$ cat src/rtl/bru_notif_buffer.sv
// Elastic FIFO between the BRU branch-notification output and the ROB branch-notification input.
// Define BRU_NOTIF_BUFFER_PERF_EN to add saturating performance counter outputs.
module bru_notif_buffer #(
    parameter int DEPTH               = 4,
    parameter int LOG_DEPTH           = $clog2(DEPTH),
    // Defaults match core_types_pkg widths.
    parameter int LOG_ROB_ENTRIES     = 7,
    parameter int BTB_PRED_INFO_WIDTH = 8
) (
    input  logic                           CLK,
    input  logic                           nRST,

    input  logic                           in_valid,
    input  logic [LOG_ROB_ENTRIES-1:0]     in_ROB_index,
    input  logic                           in_is_mispredict,
    input  logic                           in_is_taken,
    input  logic                           in_is_out_of_range,
    input  logic [BTB_PRED_INFO_WIDTH-1:0] in_updated_pred_info,
    input  logic                           in_pred_lru,
    input  logic [31:0]                    in_start_PC,
    input  logic [31:0]                    in_target_PC,
    output logic                           in_ready,

    output logic                           out_valid,
    output logic [LOG_ROB_ENTRIES-1:0]     out_ROB_index,
    output logic                           out_is_mispredict,
    output logic                           out_is_taken,
    output logic                           out_is_out_of_range,
    output logic [BTB_PRED_INFO_WIDTH-1:0] out_updated_pred_info,
    output logic                           out_pred_lru,
    output logic [31:0]                    out_start_PC,
    output logic [31:0]                    out_target_PC,
    input  logic                           out_ready,

    input  logic                           flush_valid,
    output logic                           mispredict_pending,
    output logic [LOG_DEPTH:0]             occupancy
`ifdef BRU_NOTIF_BUFFER_PERF_EN
    ,
    output logic [31:0]                    perf_notif_count,
    output logic [31:0]                    perf_mispredict_count,
    output logic [31:0]                    perf_full_stall_cycles
`endif
);

    typedef struct packed {
        logic [LOG_ROB_ENTRIES-1:0]     rob_index;
        logic                           is_mispredict;
        logic                           is_taken;
        logic                           is_out_of_range;
        logic [BTB_PRED_INFO_WIDTH-1:0] updated_pred_info;
        logic                           pred_lru;
        logic [31:0]                    start_PC;
        logic [31:0]                    target_PC;
    } entry_t;

    localparam logic [LOG_DEPTH:0] FULL_COUNT = (LOG_DEPTH+1)'(DEPTH);

    entry_t               entries [DEPTH];
    entry_t               in_entry;
    entry_t               head_entry;
    logic [LOG_DEPTH-1:0] head;
    logic [LOG_DEPTH-1:0] tail;
    logic [LOG_DEPTH:0]   count;
    logic [LOG_DEPTH:0]   mispredict_count;
    logic                 enq;
    logic                 deq;
    logic                 enq_mispredict;
    logic                 deq_mispredict;

    assign in_entry = {in_ROB_index, in_is_mispredict, in_is_taken, in_is_out_of_range,
                       in_updated_pred_info, in_pred_lru, in_start_PC, in_target_PC};
    assign head_entry = entries[head];

    assign out_valid = (count != '0);
    // Full is still writable when the head leaves this cycle (out_ready -> in_ready path).
    assign in_ready  = (count < FULL_COUNT) || (out_valid && out_ready);

    assign enq            = in_valid && in_ready;
    assign deq            = out_valid && out_ready;
    assign enq_mispredict = enq && in_is_mispredict;
    assign deq_mispredict = deq && head_entry.is_mispredict;

    assign out_ROB_index         = head_entry.rob_index;
    assign out_is_mispredict     = head_entry.is_mispredict;
    assign out_is_taken          = head_entry.is_taken;
    assign out_is_out_of_range   = head_entry.is_out_of_range;
    assign out_updated_pred_info = head_entry.updated_pred_info;
    assign out_pred_lru          = head_entry.pred_lru;
    assign out_start_PC          = head_entry.start_PC;
    assign out_target_PC         = head_entry.target_PC;

    assign mispredict_pending = (mispredict_count != '0);
    assign occupancy          = count;

    // Storage needs no reset; pointers and count decide what is live.
    always_ff @(posedge CLK) begin
        if (enq) begin
            entries[tail] <= in_entry;
        end
    end

    always_ff @(posedge CLK) begin
        if (!nRST || flush_valid) begin
            head             <= '0;
            tail             <= '0;
            count            <= '0;
            mispredict_count <= '0;
        end else begin
            if (enq) begin
                tail <= tail + LOG_DEPTH'(1);
            end
            if (deq) begin
                head <= head + LOG_DEPTH'(1);
            end
            count            <= count + (LOG_DEPTH+1)'(enq) - (LOG_DEPTH+1)'(deq);
            mispredict_count <= mispredict_count + (LOG_DEPTH+1)'(enq_mispredict)
                                                 - (LOG_DEPTH+1)'(deq_mispredict);
        end
    end

`ifdef BRU_NOTIF_BUFFER_PERF_EN
    // Counters ignore flush, so enqueues later dropped by a flush are still counted.
    always_ff @(posedge CLK) begin
        if (!nRST) begin
            perf_notif_count       <= '0;
            perf_mispredict_count  <= '0;
            perf_full_stall_cycles <= '0;
        end else begin
            if (enq && (perf_notif_count != '1)) begin
                perf_notif_count <= perf_notif_count + 32'd1;
            end
            if (enq_mispredict && (perf_mispredict_count != '1)) begin
                perf_mispredict_count <= perf_mispredict_count + 32'd1;
            end
            if (in_valid && !in_ready && (perf_full_stall_cycles != '1)) begin
                perf_full_stall_cycles <= perf_full_stall_cycles + 32'd1;
            end
        end
    end
`endif

endmodule

$ cat config.mk
export PLATFORM = sky130hd
export DESIGN_NAME = bru_notif_buffer
export DESIGN_NICKNAME = d
export VERILOG_FILES = /design/src/rtl/bru_notif_buffer.sv
export SDC_FILE = /design/constraint.sdc
export NUM_CORES = 1
export LEC_CHECK = 0
export ABC_CLOCK_PERIOD_IN_PS = 3800
export CAP_MARGIN = 20
export CORE_MARGIN = 4
export CORE_UTILIZATION = 45
export CTS_CLUSTER_SIZE = 25
export DETAILED_ROUTE_END_ITERATION = 16
export HOLD_SLACK_MARGIN = 0.02
export PLACE_DENSITY = 0.78
export SETUP_SLACK_MARGIN = 0.1
export SYNTH_ARGS = -nofsm -noshare
export SYNTH_HDL_FRONTEND = slang
export SYNTH_SLANG_ARGS = --single-unit
$ cat constraint.sdc
create_clock -name CLK -period 3.8 [get_ports CLK]
set_clock_uncertainty 0.05 [all_clocks]
set_input_delay 0.38 -clock CLK [delete_from_list [all_inputs] [get_ports CLK]]
set_output_delay 0.38 -clock CLK [all_outputs]
set_load 0.03 [all_outputs]
==> results.ini <==
[run_status]
status = completed

[logic_synthesis]
ys_types = 28
syn_avg_cell_area_um2 = 25.2
syn-num-nets = 601
synthArstFlopShare_pct = 0
yosysSeqAreaShare_pct = 80.4
netlist_area_um2 = 12700
synth_seq_cells = 344
synth_flop_cell = edfxtp_1
synthCells = 503
yosys_warnings = 0
synth_edf_count = 332

[clocking]
htreeDepth = 2
cts.path.max_buffers = 3
clock-root-buffer = clkbuf_16
post_cts_buffers = 0
clock_sinks = 344
postCtsHoldBufs = 0
cts_resized = 0
numCtsBuffers = 34
clk_pin_slew_ns = 0.06
clk-insertion-delay-late_ns = 0.49
cts_tree = done

[setup_path]
required_ns = 3.37
crit_fanout = 47
cp_slowest_cell = clkdlybuf4s50_1
crit_chain = buf_12, mux4_2, clkdlybuf4s50_1
cp_data_arrival_time_ns = 2.61
path_class = reg -> out
r2r_slack_ns = 1.19
end_kind = primary output
cpPeakStageDelay_ns = 0.61
start_kind = flop

[layout]
layout_commonest_cell = edfxtp_1
fill_cells = 2029
final_cells = 1108
final_cell_mix = 332 x edfxtp_1, 176 x clkdlybuf4s50_1, 82 x mux4_2, 37 x clkbuf_16, 10 x dfxtp_1
drive_gt1_share_pct = 20.3
area_growth_pct = 26.2
layout.nets = 804
final_core_util_pct = 57.7
antenna_cells = 0

[timing]
maxSlewHeadroom_pct = 58.7
rsz0062_at_grt = no
fin_tns_setup_ns = 0
setup_ws_ns = 0.760
fmax_ghz = 0.329
setup_viol = 0
period_needed_ns = 3.04
hold_viol = 0
finalCritPeriodShare_pct = 80.0
tightest_slew_ns = 0.619
slew_viol_final = 0

[drt]
dr.pass1.iters = 4
avgRoutedWirePerCell_um = 21.2
postRouteWirelength_um = 23500
drcViolationCount = 0
drt_iter0_drc = 448
drtAntennaViolNets = 0
vias = 5754
viasPerCell = 5.19

[worst_hold_path]
min_path_type = in -> reg
min_from = in_target_PC[5]

[placement]
place_hpwl_um = 14600
gp_congestion = 0.734
place_inst = 1048
port_buffers = 176
pre_cts_ws_ns = 0.881

[floorplan]
coreArea_um2 = 27800
die-area_um2 = 31000
start_util_pct = 45.7
row_count = 61
pin_count = 177
die_w_um = 176
die_h_um = 176

[power_and_ir_drop]
power_leakage_nw = 5.09
ir_drop_uv = 344
power-per-cell-area_nw_per_um2 = 519
power_mw = 8.32

[grt]
grt_pass1_wl_um = 36700
groute.usage.overall_pct = 15.3
grt_overflow = 0
antenna_found_initial = 0
grt_max_degree = 48
grt_pass1_vias = 6451

[job]
maxCapViolCount = 0

per-layer routing:
layer / vias to the layer above / track usage [%] / wire, µm
met5: - / 0 / 0
met4: 0 / 3.44 / 337
met3: 31 / 3.62 / 1490
met2: 184 / 26.3 / 12200
met1: 3004 / 20.2 / 9400
li1: 2535 / - / -
cell families after synthesis:
kind of cell             count (synthesis)  share of synthesized area, %
AO/OA/AOI/OAI                            6                         0.286
XOR/XNOR                                 5                         0.345
adder cells (fa/ha/maj)                 10                          1.10
buffers and inverters                   30                          2.05
flip-flops                             344                          80.4
multiplexers                            83                          14.8
AND/OR/NAND/NOR                         25                          1.06
final cells by class:
type	instances	area, µm²	area share, %
clock buffer	46	960	5.99
sequential	344	10200	63.8
clock inverter	14	176	1.10
timing repair buffer	187	1910	11.9
multi-input combinational	129	2250	14.0
tap	378	473	2.95
inverter	10	37.5	0.234
synthesized netlist by cell type, drive strengths merged, types with 3 or more instances:
library cell | number | share of area [%]
nand3 | 3 | 0.12
xor2 | 3 | 0.21
clkbuf | 3 | 0.089
buf | 17 | 1.7
mux4 | 83 | 15
edfxtp | 332 | 79
and3 | 4 | 0.20
and2 | 4 | 0.20
nor2 | 6 | 0.18
dfxtp | 12 | 1.9
inv | 9 | 0.27
ha | 8 | 0.79
state kept, by name, indices dropped and copies added (netlist names), named ones only:
register and cells:
tail 2, occupancy 3, entries 332, mispredict_count 3
head 2
through the flow:
step	instance area [µm²]	hold WS (ns)
floorplan	12700	0.429
global placement	14900	0.447
detailed placement	14900	0.472
CTS	16000	0.446
global route	16000	0.458
finish	16000	0.479
critical path: cells and delay by family, from the launching register on:
kind / cells / cell delay (ns)
muxes: 1 / 0.60
DFF: 1 / 0.50
buffers and inverters: 2 / 0.98
worst paths after layout:
kind / endpoint / cells past startpoint
setup / recovery: out_start_PC[22] / 3
hold / removal: entries[0][5] / 1
setup reg to reg: mispredict_count[2] / 8
hold reg to reg: flop / 2
power breakdown:
part,internal [mW],switching [mW]
logic,0.316,0.353
clock network,2.05,1.31
registers,4.26,0.0284
total,6.63,1.69
Note: power is estimated with default switching activity, not from simulation.
